===== src/rtl/sqrt_sched_pkg.sv =====
// Shared types and widths for the square-root request scheduler.
package sqrt_sched_pkg;

  localparam int VALOR_W = 16;
  localparam int ROOT_W  = 8;

  typedef enum logic [1:0] {
    IDLE = 2'd0,
    LOAD = 2'd1,
    WAIT = 2'd2,
    DONE = 2'd3
  } sched_state_t;

endpackage


===== src/rtl/sqrt_req_scheduler_rr_arbiter.sv =====
// Round-robin arbiter: grants the first requester at or after the pointer,
// searching circularly. Purely combinational; the caller registers the result.
module rr_arbiter #(
  parameter int N     = 4,
  parameter int IDX_W = 2
) (
  input  logic [N-1:0]     i_req,
  input  logic [IDX_W-1:0] i_ptr,
  output logic [N-1:0]     o_gnt,
  output logic [IDX_W-1:0] o_idx,
  output logic             o_valid
);

  logic [IDX_W-1:0] w_k;

  // Circular priority search starting at the pointer.
  always_comb begin
    o_gnt   = '0;
    o_idx   = '0;
    o_valid = 1'b0;
    w_k     = '0;
    for (int off = 0; off < N; off++) begin
      w_k = IDX_W'((int'(i_ptr) + off) % N);
      if (!o_valid && i_req[w_k]) begin
        o_valid    = 1'b1;
        o_gnt[w_k] = 1'b1;
        o_idx      = w_k;
      end
    end
  end

endmodule


===== src/rtl/sqrt_req_scheduler.sv =====
// Shares one square-root core among N_REQ requesters. One request is in flight
// at a time: IDLE (arbitrate) -> LOAD (core restart) -> WAIT (result or
// timeout) -> DONE (report) -> IDLE.
//
// Handshake: a requester raises req_i[k] with its radicand on valor_i and holds
// both until it sees gnt_o[k] (one-cycle pulse, radicand captured at that
// point). The result is signalled later by a one-cycle done_o[k] pulse with
// root_o/lat_o/err_o valid in that same cycle; no back-pressure on the result.
module sqrt_req_scheduler
  import sqrt_sched_pkg::*;
#(
  parameter int N_REQ   = 4,
  parameter int TIMEOUT = 64,
  parameter int CNT_W   = 11
) (
  input  logic                       clk,
  input  logic                       rst,
  input  logic [N_REQ-1:0]           req_i,
  input  logic [N_REQ*VALOR_W-1:0]   valor_i,
  output logic [N_REQ-1:0]           gnt_o,
  output logic [N_REQ-1:0]           done_o,
  output logic                       err_o,
  output logic [ROOT_W-1:0]          root_o,
  output logic [CNT_W-1:0]           lat_o,
  output logic                       busy_o,
  output logic [VALOR_W-1:0]         core_valor_o,
  output logic                       core_rst_n_o,
  input  logic                       core_ready_i,
  input  logic [ROOT_W-1:0]          core_root_i,
  output sched_state_t               dbg_state_o
);

  localparam int IDX_W = $clog2(N_REQ);

  sched_state_t       r_state;
  logic [IDX_W-1:0]   r_ptr;
  logic [IDX_W-1:0]   r_owner;
  logic [N_REQ-1:0]   r_gnt;
  logic [N_REQ-1:0]   r_done;
  logic               r_err;
  logic [ROOT_W-1:0]  r_root;
  logic [CNT_W-1:0]   r_lat;
  logic [CNT_W-1:0]   r_cnt;
  logic [VALOR_W-1:0] r_core_valor;
  logic               r_core_rst_n;

  logic [N_REQ-1:0]   w_arb_gnt;
  logic [IDX_W-1:0]   w_arb_idx;
  logic               w_arb_valid;
  logic [VALOR_W-1:0] w_valor_sel;
  logic [CNT_W-1:0]   w_cnt_nxt;
  logic               w_ready_ok;
  logic               w_timeout;
  logic [IDX_W-1:0]   w_ptr_nxt;
  logic [N_REQ-1:0]   w_owner_oh;

  rr_arbiter #(
    .N     (N_REQ),
    .IDX_W (IDX_W)
  ) u_arb (
    .i_req   (req_i),
    .i_ptr   (r_ptr),
    .o_gnt   (w_arb_gnt),
    .o_idx   (w_arb_idx),
    .o_valid (w_arb_valid)
  );

  assign w_valor_sel = valor_i[w_arb_idx*VALOR_W +: VALOR_W];
  assign w_cnt_nxt   = (r_cnt == {CNT_W{1'b1}}) ? r_cnt : r_cnt + 1'b1;
  // r_cnt is zero only in the first WAIT cycle, while the core is still
  // leaving restart, so its ready level is not trusted there.
  assign w_ready_ok  = core_ready_i && (r_cnt != '0);
  assign w_timeout   = (w_cnt_nxt == CNT_W'(TIMEOUT));
  assign w_ptr_nxt   = (r_owner == IDX_W'(N_REQ - 1)) ? '0 : r_owner + 1'b1;
  assign w_owner_oh  = {{(N_REQ-1){1'b0}}, 1'b1} << r_owner;

  // Scheduler FSM with all outputs registered.
  always_ff @(posedge clk) begin
    if (rst) begin
      r_state      <= IDLE;
      r_ptr        <= '0;
      r_owner      <= '0;
      r_gnt        <= '0;
      r_done       <= '0;
      r_err        <= 1'b0;
      r_root       <= '0;
      r_lat        <= '0;
      r_cnt        <= '0;
      r_core_valor <= 16'hFFFF;
      r_core_rst_n <= 1'b0;
    end else begin
      r_gnt  <= '0;
      r_done <= '0;
      r_err  <= 1'b0;
      case (r_state)
        IDLE: begin
          r_core_rst_n <= 1'b1;
          if (w_arb_valid) begin
            r_core_valor <= w_valor_sel;
            r_owner      <= w_arb_idx;
            r_gnt        <= w_arb_gnt;
            r_core_rst_n <= 1'b0;
            r_state      <= LOAD;
          end
        end
        LOAD: begin
          r_core_rst_n <= 1'b1;
          r_cnt        <= '0;
          r_state      <= WAIT;
        end
        WAIT: begin
          r_cnt <= w_cnt_nxt;
          if (w_ready_ok) begin
            r_root  <= core_root_i;
            r_lat   <= w_cnt_nxt;
            r_done  <= w_owner_oh;
            r_state <= DONE;
          end else if (w_timeout) begin
            r_root  <= '0;
            r_lat   <= w_cnt_nxt;
            r_done  <= w_owner_oh;
            r_err   <= 1'b1;
            r_state <= DONE;
          end
        end
        DONE: begin
          r_ptr   <= w_ptr_nxt;
          r_state <= IDLE;
        end
        default: r_state <= IDLE;
      endcase
    end
  end

  assign gnt_o        = r_gnt;
  assign done_o       = r_done;
  assign err_o        = r_err;
  assign root_o       = r_root;
  assign lat_o        = r_lat;
  assign busy_o       = (r_state != IDLE);
  assign core_valor_o = r_core_valor;
  assign core_rst_n_o = r_core_rst_n;
  assign dbg_state_o  = r_state;

endmodule


===== config.mk =====
export PLATFORM = sky130hd
export DESIGN_NAME = sqrt_req_scheduler
export DESIGN_NICKNAME = d
export VERILOG_FILES = /design/src/rtl/sqrt_sched_pkg.sv /design/src/rtl/sqrt_req_scheduler_rr_arbiter.sv /design/src/rtl/sqrt_req_scheduler.sv
export SDC_FILE = /design/constraint.sdc
export NUM_CORES = 1
export LEC_CHECK = 0
export ABC_AREA = 1
export CORE_AREA = 5 5 103 105
export CTS_CLUSTER_DIAMETER = 120
export DETAILED_ROUTE_END_ITERATION = 7
export DIE_AREA = 0 0 108 110
export PLACE_DENSITY = 0.75
export RECOVER_POWER = 50
export SLEW_MARGIN = 30
export SYNTH_ARGS = -nofsm -noshare
export SYNTH_HDL_FRONTEND = slang
export SYNTH_SLANG_ARGS = --single-unit

===== constraint.sdc =====
create_clock -name clk -period 2.03 [get_ports clk]
set_input_delay 0.5075 -clock clk [delete_from_list [all_inputs] [get_ports clk]]
set_output_delay 0.5075 -clock clk [all_outputs]
set_load 0.01 [all_outputs]

==> results of run 1 <==
per-layer routing:
| layer | vias to the layer above | share of wire, % | GRT usage, % |
|---|---|---|---|
| met5 | - | 0 | 0 |
| met4 | 0 | 2.7 | 9.74 |
| met3 | 31 | 8.6 | 5.59 |
| met2 | 208 | 50 | 35.1 |
| met1 | 2035 | 39 | 22.8 |
| li1 | 2229 | - | - |
cell usage in the layout, fill, tap and decap left out, drive strengths merged, types with 3 or more instances in the layout:
| cell type | n |
|---|---|
| ha | 18 |
| o21ai | 12 |
| nand3 | 113 |
| clkdlybuf4s50 | 82 |
| nand4 | 8 |
| buf | 60 |
| a21oi | 47 |
| dlymetal6s2s | 4 |
| nor3 | 6 |
| nor2 | 26 |
| clkbuf | 11 |
| clkinvlp | 3 |
| clkinv | 4 |
| dfxtp | 62 |
| a22oi | 3 |
| dlygate4sd3 | 39 |
| inv | 53 |
| nand2 | 193 |
final cells by class:
class	instances	share of cell area (%)
multi-input combinational	435	40.4
timing repair buffer	187	30.0
sequential	62	20.6
inverter	54	3.49
tap	133	2.75
clock buffer	10	2.11
clock inverter	6	0.640
worst max-delay path, delay by kind of cell, from the launching register on:
kind                   cells  cell delay, ps
AND/OR/NAND/NOR            9             710
buffers and inverters      4             370
AO/OA/AOI/OAI              2             450
flip-flops                 1             370
registers in the layout, indices dropped and copies added (netlist names):
| register | flops |
|---|---|
| err_o | 1 |
| root_o | 8 |
| done_o | 4 |
| lat_o | 11 |
| gnt_o | 4 |
| dbg_state_o | 2 |
| r_ptr | 2 |
| r_cnt | 11 |
| core_valor_o | 16 |
| core_rst_n_o | 1 |
| r_owner | 2 |
final timing paths:
check / from / endpoint / slack, ps / cells after the start
hold reg to reg: root_o[3]$_SDFFE_PP0P_ / root_o[3]$_SDFFE_PP0P_ / 460 / 2
setup reg to reg: r_ptr[0]$_SDFFE_PP0N_ / core_valor_o[14]$_SDFFE_PP1N_ / 70 / 15
hold / removal: root_o[3]$_SDFFE_PP0P_ / root_o[3]$_SDFFE_PP0P_ / 460 / 2
setup / recovery: r_ptr[0]$_SDFFE_PP0N_ / core_valor_o[14]$_SDFFE_PP1N_ / 70 / 15
metrics by stage:
stage	instances	setup TNS (ps)	hold slack, ps	worst slack, ps	utilization, %
6_report	887	0	465	74.4	63.5
3_5_place_dp	853	-7310	453	-343	58.0
5_1_grt	887	-288	490	-44.2	63.5
4_1_cts	874	0	464	0.419	60.2
3_3_place_gp	853	-5790	450	-274	58.0
2_1_floorplan	575	0	481	13.7	-
cell families (layout without fill, tap and decap cells):
logic type	count (synthesis)	in the layout
buffers and inverters	80	257
xor gates and xnor gates	2	2
DFF	62	62
and+or+nand+nor	347	349
adders and majority gates	18	18
AOI/OAI and AO/OA	66	66
timing repair:
action | CTS | global route
buffers inserted | 5 | 10
pin swaps | 1 | 23
hold buffers | 0 | 0
resized for setup | 1 | 47
endpoints found under the setup margin | 7 | 46
gates cloned | 0 | 3
power groups by stage:
stage	combinational [mW]	clock, mW	sequential, mW
floorplan	1.78	0	1.64
global placement	3.03	0	1.56
detailed placement	3.09	0	1.56
CTS	3.10	0.964	1.54
global route	3.73	1.02	1.56
finish	3.40	0.949	1.54
==> impl_results.md, run 1 <==
* Simple-gate share of the synthesized area at a little over two fifths
* Switching share of power at between 40% and 50%
* Register share of total power at 26.2%
* Clock slew at the register clock pins of the worst setup and hold paths at 70 ps
* Std cell rows at 36
* Post-Syn Nets at approximately 670
* Number of setup violations in the final report at 0
* Min Tclk post-route at 1960 ps
* Global-route wire length before repair at approximately 19 mm
* Number of hold violations in the final report at 0
* VDD IR-drop max at ~0.00063 V
* FF+latch area at roughly 1200 sq um
* Slowest stage cell, crit path: dfxtp_4
* Initial antenna violation count at 0
* Width of the die at 108 microns
* Share of post-route cells with drive strength above 1 at a little under a fifth
* Final Net Count at about 850
* Final Instance Area at roughly 6000 sq um
* Critical Path AT at approximately 2200 ps
* Critical Path Fanout Max at 6
* Number of library cell types mapped by synthesis at 41
* Adder-cell share of the synthesized area at 5.77%
* Crit end category: flip-flop
* Synthesized-area fraction occupied by ao, oa, aoi and oai cells at roughly a tenth
* Core region area at around 9500 sq um
* Per-cell via count in the routed design at between 5 and 6
* Number of inserted diodes at 0
* Min-Delay Path Class: reg -> reg
* DRC errors left at 0
* Yosys top cell area share at a little under a third
* Io pins at around 130
* Crit path cell chain: inv_4 -> buf_6 -> nand2_2 -> nand2_2 -> o21ai_0 -> o21ai_1 -> nand2_1 -> nand2_4 -> nand2_8 -> buf_12 -> buf_4 -> nand2_1 -> nand3_1 -> nand3_1 -> nand2_1
* Psw at 2.50 mW
* Area of the mapped netlist at just under 4000 sq um
* Biggest cell delay along the critical path at about 370 ps
* Final antenna-violating net count at 0
* Most numerous cell types in the synthesized netlist: nand2_1 (174), nand3_1 (105), dfxtp_1 (62)
* Most used DFF post-synth: dfxtp_1
* Status: completed
* Combinational share of power at between 50% and 60%
* CTS tree: yes
* Maximum Capacitance Violations at 0
* Proportion of synthesized flip-flops having asynchronous set or reset at 0%
* Clock network fraction of design power at around 16%
* Standby leakage power at ~2.8 nW
* CTS sink count at 62
* Worst clock skew on the final layout at around 15 ps
* Die height at 110 microns
* Highest attainable clock frequency at between 500 and 600 MHz
* Gr usage total at between 20% and 30%
* Number of enable-type register cells in the synthesized netlist at 0
* Gate Count Post-Synth at ~580
* Overall overflow remaining after global route at 0
* Clock latency on the worst-skew pair at between 300 and 400 ps
* Port buffer count at 126
* Startpoint Class: flip-flop
* Mux cell area share after synthesis at 0%
* Area leader, netlist: dfxtp_1
* TritonCTS buffer count at 9
* Post-detailed-route wirelength per cell at between 10 and 15 microns
* Max Transition Viols Final at 0
* Total power density per cell area at between 900 and 1000 nW/um^2
* First-pass iteration count of the detailed router at 5
* Layout filler cell count at between 800 and 900
* Xor/xnor share of the synthesized area at less than 1%
* Largest family of logic cells by synthesized area: simple AND/OR/NAND/NOR gates
* Die Outline Area at around 12,000 sq um
* Synthesized area per cell at just under 7 sq um
* Slew at the pin with the worst max-slew slack at between 400 and 500 ps
* Total power after layout at a little under 6 mW
* Area delta synth->final at 55.3%
* Area occupied by multi-input gates at ~2400 sq um
* Starting density of the core at 40.9%
* Final WL at 12.4 mm
* Cell-internal power at about 3.4 mW
* Area post-placement at between 5000 and 6000 sq um
* CP dominant cell by count: nand2_1
* Worst slew margin at 71.7%
* Leading cell type by number of instances after synthesis: nand2_1
* Count of vias placed by the detailed router at approximately 4,500
* Required arrival time at the worst endpoint at roughly 2300 ps
* Post-synthesis register bit count at between 60 and 70
* Setup Crit Path Kind: reg -> reg
* Vias in the first global route at 4,441
* 1st-iter DRT viols at 212
* Part of the cycle the worst path needs at ~96%
* Part of the Yosys area used for sequential elements at 31.8%
* Number of buffers on the longest clock path at 2
* HPWL after detailed placement at around 9.3 mm
* Pin count of the biggest net entering global routing at 25
* CTS root buf: clkbuf_8
* Syn. warnings at 0
* Most area-consuming cells after synthesis: dfxtp_1 (32%), nand2_1 (17%), nand3_1 (13%)
* Final weighted congestion in routability-driven placement at roughly 0.95
* Maximum level of the CTS H-tree at 3
Power figures use the tool's default switching activity.
==> inputs of run 2 (changes only) <==
--- a/config.mk
+++ b/config.mk
@@ -10,6 +10,7 @@
 export CTS_CLUSTER_DIAMETER = 120
 export DETAILED_ROUTE_END_ITERATION = 7
 export DIE_AREA = 0 0 108 110
+export MAX_ROUTING_LAYER = met4
 export PLACE_DENSITY = 0.75
 export RECOVER_POWER = 50
 export SLEW_MARGIN = 30
==> run 2 against run 1 <==
Total power is 9.8% higher. Register-to-register slack lost 30 ps. Final cell count grew 1.0%. Flip-flop and latch count is the same. Critical path depth fell by 1. Clock power up 25%. Die area did not move. Count of clock-buffer cells in the layout unchanged. Final area is 3.9% higher. First-iteration DRC count increased by 25%. Largest cell class unchanged. Sequential power is essentially flat. Utilization is 2.5 points higher.
==> impl_results.md, run 2 (synthesized netlist as in run 1, its figures left out) <==
* Status: completed
* Post-detailed-route wirelength per cell at 14.7 microns (+4.9%)
* Cell-internal power at 3.79 mW (+12%)
* 1st-iter DRT viols at 266 (+25%)
* Clock network fraction of design power at 18.5% (+2.4 points)
* HPWL after detailed placement at 9.33 mm (+0.24%)
* VDD IR-drop max at 0.000566 V (-10%)
* Part of the cycle the worst path needs at 98.0% (+1.7 points)
* Combinational share of power at 57.7% (about the same)
* Pin count of the biggest net entering global routing at 25 (unchanged)
* Commonest cells after routing, fill and taps aside: nand2_1 (165), nand3_1 (102), clkdlybuf4s50_1 (83), dfxtp_1 (56), buf_4 (51)
* Share of the core filled with cells in the final layout at 66.0% (+2.5 points)
* Psw at 2.67 mW (+6.6%)
* Max Transition Viols Final at 0 (unchanged)
* Required arrival time at the worst endpoint at 2250 ps (-60 ps)
* Number of buffer and inverter stages on the critical path at 5 (+1)
* Number of inserted diodes at 0 (unchanged)
* Critical Path AT at 2210 ps (-30 ps)
* Crit path cell chain: inv_4 -> buf_6 -> nand2_2 -> nand2_2 -> nand2_1 -> nand2_4 -> nor3_4 -> buf_6 -> nand2_8 -> nand2_8 -> inv_1 -> buf_4 -> nand3_1 -> nand2_1
* Maximum Capacitance Violations at 0 (unchanged)
* Number of setup violations in the final report at 0 (unchanged)
* TritonCTS buffer count at 9 (unchanged)
* Vias in the first global route at 4,329 (-2.5%)
* Startpoint Class: flip-flop
* Final weighted congestion in routability-driven placement at 0.962 (+1.6%)
* Worst slew margin at 72.3% (+0.65 points)
* DRC errors left at 0 (unchanged)
* Number of hold violations in the final report at 0 (unchanged)
* Share of post-route cells with drive strength above 1 at 20.6% (+1.9 points)
* Maximum level of the CTS H-tree at 3 (unchanged)
* Switching share of power at 41.3% (-1.2 points)
* Number of flip-flops in the largest register at 16 (unchanged)
* CTS sink count at 62 (unchanged)
* Die Outline Area at 11,900 sq um (unchanged)
* Crit end category: flip-flop
* Io pins at 127 (unchanged)
* Min-Delay Path Class: reg -> reg
* Number of buffers on the longest clock path at 2 (unchanged)
* Setup tns final at 0 ps (unchanged)
* Critical Path Fanout Max at 8 (+2)
* Min-delay src: lat_o[7]$_SDFFE_PP0P_
* Gr usage total at 20.8% (+0.63 points)
* Total power density per cell area at 1030 nW/um^2 (+5.7%)
* Area delta synth->final at 61.3%
* Global-route wire length before repair at 19.6 mm (+0.53%)
* Biggest cell delay along the critical path at 370 ps (about the same)
* Setup crit start: r_ptr[0]$_SDFFE_PP0N_
* Min Tclk post-route at 1990 ps (+34.3 ps)
* Worst clock skew on the final layout at 13.8 ps (-1.01 ps)
* Clock latency on the worst-skew pair at 340 ps (about the same)
* CTS root buf: clkbuf_8
* Slew at the pin with the worst max-slew slack at 414 ps (-9.75 ps)
* Die height at 110 microns (unchanged)
* Width of the die at 108 microns (unchanged)
* Dominant delay contributor by cell family on the critical path: simple AND/OR/NAND/NOR gates
* Final WL at 13.2 mm (+5.9%)
* Area post-placement at 5550 sq um (+0.14%)
* CTS tree: yes
* Std cell rows at 36 (unchanged)
* Final antenna-violating net count at 0 (unchanged)
* Overall overflow remaining after global route at 0 (unchanged)
* Highest attainable clock frequency at 503 MHz (-1.7%)
* Core region area at 9550 sq um (unchanged)
* Port buffer count at 126 (unchanged)
* Per-cell via count in the routed design at 5.10 (+0.42%)
* Count of vias placed by the detailed router at 4,568 (+1.4%)
* Standby leakage power at 2.95 nW (+3.5%)
* Starting density of the core at 40.9% (unchanged)
* Startpoint of the most critical register-to-register path: r_ptr[0]$_SDFFE_PP0N_
* Leading cell type in the layout, fill and taps excluded: nand2_1
* Slowest stage cell, crit path: dfxtp_4
* Final Net Count at 855 (+1.1%)
* Setup Crit Path Kind: reg -> reg
* Final Instance Area at 6300 sq um (+3.9%)
* Register share of total power at 23.8% (-2.4 points)
* Initial antenna violation count at 0 (unchanged)
* Clock slew at the register clock pins of the worst setup and hold paths at 80 ps (about the same)
* First-pass iteration count of the detailed router at 6 (+1)
[run 2: cell count changes in the layout (fill, tap and decap cells not counted), moves of 2 or more]
cell and delta:
nand2_8 +2, o21ai_0 -2, o21ai_2 +2, nand2_1 -4
nand2_4 +3, nand3_1 -2, bufinv_16 +2, nand3_2 +2
buf_12 +2, buf_6 +2
[run 2: layout make-up]
type	instances	area, sq um
Clock buffer	10	128
Clock inverter	6	86.3
Fill cell	795	3250
Inverter	54	221
Multi-Input combinational cell	439	2550
Sequential cell	62	1250
Tap cell	133	166
Timing Repair Buffer	191	1890
Timing Repair inverter	1	8.76
[run 2: power by group through the flow]
stage / clock network [mW] / logic [mW] / registers (mW)
2_1_floorplan: 0 / 1.78 / 1.64
5_1_grt: 1.27 / 4.07 / 1.56
4_1_cts: 1.21 / 3.11 / 1.53
3_3_place_gp: 0 / 3.04 / 1.55
6_report: 1.19 / 3.73 / 1.54
3_5_place_dp: 0 / 3.08 / 1.56
[run 2: repair_timing]
action                                  CTS  global route
hold buffers                              0             0
endpoints found under the setup margin    9            46
cloned                                    0             9
pin swaps                                 2            29
setup buffers                             5            12
resized for setup                         2            70
[run 2: through the flow]
| stage | std cells | total power [mW] | worst slack, ps | hold slack [ps] |
|---|---|---|---|---|
| after floorplan | 575 | 3.42 | 13.7 | 481 |
| after global placement | 854 | 4.59 | -291 | 450 |
| after detailed placement | 854 | 4.64 | -365 | 455 |
| after CTS | 875 | 5.85 | 3.25 | 467 |
| after global routing | 896 | 6.91 | -58.8 | 483 |
| final | 896 | 6.46 | 40.1 | 461 |
[run 2: metal layers]
metal / global-route usage, % / vias up / routed length (microns)
li1: - / 2253 / -
met1: 23.8 / 2089 / 5140
met2: 35.9 / 204 / 6860
met5: - / - / 0
met4: 5.86 / 0 / 195
met3: 5.77 / 22 / 973
[run 2: path summary, 6_finish.rpt]
check	end	slack (ps)	cells after the start
worst max-delay path	core_valor_o[11]$_SDFFE_PP1N_	40	14
worst min-delay path	lat_o[7]$_SDFFE_PP0P_	460	2
worst max register to register	core_valor_o[11]$_SDFFE_PP1N_	40	14
worst min register to register	lat_o[7]$_SDFFE_PP0P_	460	2
[run 2: tightest hold or removal path, cell delays in order (launching register included)]
cell and delay (ps):
dfxtp_1 310, nand2_1 60, a21oi_1 50
==> inputs of run 3 (changes only) <==
--- a/config.mk
+++ b/config.mk
@@ -6,10 +6,10 @@
 export NUM_CORES = 1
 export LEC_CHECK = 0
 export ABC_AREA = 1
-export CORE_AREA = 5 5 103 105
+export CORE_AREA = 10 10 108 110
 export CTS_CLUSTER_DIAMETER = 120
 export DETAILED_ROUTE_END_ITERATION = 7
-export DIE_AREA = 0 0 108 110
+export DIE_AREA = 0 0 118 120
 export MAX_ROUTING_LAYER = met4
 export PLACE_DENSITY = 0.75
 export RECOVER_POWER = 50
==> run 3 against run 2 <==
Final area fell by 1.4%. Utilization fell by 0.92 points. Combinational power increased by 4%. Critical path type unchanged. Critical endpoint unchanged. Largest cell class unchanged.
==> impl_results.md, run 3 (synthesized netlist as in run 1, its figures left out) <==
* Routed met2 length at 6.76 mm (-1.4%)
* Number of hold violations in the final report at 0 (unchanged)
* Part of the cycle the worst path needs at 98.7% (+0.66 points)
* Die height at 120 microns (+9.1%)
* Area post-placement at 5550 sq um (about the same)
* Final weighted congestion in routability-driven placement at 0.912 (-5.2%)
* Setup Crit Path Kind: reg -> reg
* Highest attainable clock frequency at 499 MHz (-0.67%)
* Maximum Capacitance Violations at 0 (unchanged)
* Max Transition Viols Final at 0 (unchanged)
* Number of standard cells in the layout, taps in and fillers out at 890 (-0.67%)
* Final antenna-violating net count at 0 (unchanged)
* TritonCTS buffer count at 9 (unchanged)
* Core region area at 9550 sq um (unchanged)
* Io pins at 127 (unchanged)
* Critical Path Fanout Max at 7 (-1)
* Number of buffers added to fix hold violations after cts at 0 (unchanged)
* Critical Path AT at 2230 ps (+20 ps)
* Vias in the first global route at 4,311 (-0.42%)
* Std cell rows at 36 (unchanged)
* Routed wire length on met3 at 961 microns (-1.2%)
* Setup tns final at 0 ps (unchanged)
* Number of inserted diodes at 0 (unchanged)
* Final worst hold slack at 460 ps (-1.03 ps)
* Min-Delay Path Class: reg -> reg
* Post-detailed-route wirelength per cell at 15.2 microns (+3.5%)
* Clock latency on the worst-skew pair at 340 ps (about the same)
* Number of placed instances, taps included at 850 (-0.47%)
* Maximum level of the CTS H-tree at 3 (unchanged)
* Setup repair after global routing missed its margin: yes
* Worst slew margin at 73.2% (+0.83 points)
* Number of buffers on the longest clock path at 2 (unchanged)
* Initial antenna violation count at 0 (unchanged)
* VDD IR-drop max at 0.000604 V (+6.8%)
* Count of vias placed by the detailed router at 4,470 (-2.1%)
* Top layer used by detailed routing: met4
* Slew at the pin with the worst max-slew slack at 402 ps (-12.5 ps)
* Per-cell via count in the routed design at 5.02 (-1.5%)
* Layout filler cell count at 802 (+0.88%)
* Final Net Count at 849 (-0.70%)
* Total power after layout at 6.42 mW (-0.62%)
* Crit end category: flip-flop
* Min Tclk post-route at 2000 ps (+13.5 ps)
* Overall overflow remaining after global route at 0 (unchanged)
* Starting density of the core at 40.9% (unchanged)
* Routed metal-1 wirelength at 5.55 mm (+8.0%)
* Width of the die at 118 microns (+9.3%)
* CTS root buf: clkbuf_8
* Pin count of the biggest net entering global routing at 45 (+80%)
* Final WL at 13.5 mm (+2.8%)
* Startpoint Class: flip-flop
* Number of flip-flops in the largest register at 16 (unchanged)
* First-pass iteration count of the detailed router at 6 (unchanged)
* Worst clock skew on the final layout at 14.3 ps (+0.488 ps)
* HPWL after detailed placement at 9.72 mm (+4.2%)
* Clock slew at the register clock pins of the worst setup and hold paths at 70 ps (about the same)
* Gr usage total at 17.9% (-2.9 points)
* Total power density per cell area at 1030 nW/um^2 (+0.78%)
* DRC errors left at 0 (unchanged)
* Commonest cells after routing, fill and taps aside: nand2_1 (157), clkdlybuf4s50_1 (121), nand3_1 (102), dfxtp_1 (56), inv_1 (49)
* Area delta synth->final at 59.1%
* Status: completed
* Leading cell type in the layout, fill and taps excluded: nand2_1
* Share of post-route cells with drive strength above 1 at 20.9% (+0.30 points)
* CTS sink count at 62 (unchanged)
* Final Instance Area at 6210 sq um (-1.4%)
* Global-route wire length before repair at 20.7 mm (+5.7%)
* Number of setup violations in the final report at 0 (unchanged)
* Standby leakage power at 2.78 nW (-5.7%)
* Port buffer count at 126 (unchanged)
* Die Outline Area at 14,200 sq um (+19%)
* CTS tree: yes
* 1st-iter DRT viols at 311 (+17%)
* Required arrival time at the worst endpoint at 2260 ps (about the same)
-- run 3: cell types whose count changed in the layout (fill, tap and decap cells not counted), moves of 8 or more --
cell             previous run  this run
nand2_2                    12        25
buf_4                      51        41
dlygate4sd3_1              38         0
clkdlybuf4s50_1            83       121
nand2_1                   165       157
-- run 3: worst paths after layout --
check | to | slack (ps) | cells after the start | from
worst max-delay path | core_valor_o[11]$_SDFFE_PP1N_ | 30 | 13 | r_ptr[1]$_SDFFE_PP0N_
worst min-delay path | lat_o[1]$_SDFFE_PP0P_ | 460 | 2 | lat_o[1]$_SDFFE_PP0P_
worst max register to register | core_valor_o[11]$_SDFFE_PP1N_ | 30 | 13 | r_ptr[1]$_SDFFE_PP0N_
worst min register to register | lat_o[1]$_SDFFE_PP0P_ | 460 | 2 | lat_o[1]$_SDFFE_PP0P_
-- run 3: repair_timing --
action | 4_1_cts | 5_1_grt
buffers inserted | 5 | 9
resized for setup | 22 | 45
gates cloned | 2 | 8
setup endpoints to repair | 22 | 48
pin swaps | 8 | 16
-- run 3: per-layer routing --
layer	vias up	track usage (%)
met4	0	5.72
met1	2009	20.4
met2	202	29.4
met3	22	5.81
li1	2237	-
met5	-	-
-- run 3: report_power, final --
part	switching (mW)	total [mW]	leakage, nW	internal, mW
clock network	0.499	0.976	0.0857	0.477
registers	0.139	1.56	0.509	1.42
logic	2.06	3.88	2.18	1.83
-- run 3: layout make-up --
| class | instances | area, sq um | area share, % |
|---|---|---|---|
| clock inverters | 5 | 33.8 | 0.544 |
| multi-input cells | 436 | 2470 | 39.7 |
| repair buffers | 189 | 1930 | 31.1 |
| well taps | 133 | 166 | 2.68 |
| clock buffers | 11 | 141 | 2.28 |
| inverters | 54 | 216 | 3.49 |
| flip-flops and latches | 62 | 1250 | 20.1 |
-- run 3: stage by stage --
stage          setup WS [ps]  util, %
6_report                26.6     65.0
4_1_cts                 8.49     61.2
3_3_place_gp            -369     58.1
3_5_place_dp            -397     58.1
2_1_floorplan           13.7        -
5_1_grt                -47.7     65.0
-- run 3: worst max-delay path: stages (launching register included) --
cell and delay (ps):
dfxtp_2 340, inv_2 50, ha_4 270, nand2_2 90, o21ai_2 70, buf_6 120, nor3_4 150, buf_12 150
nand3_2 110, nand2_4 170, buf_6 130, nand3_1 90, nand3_1 90, nand2_1 50
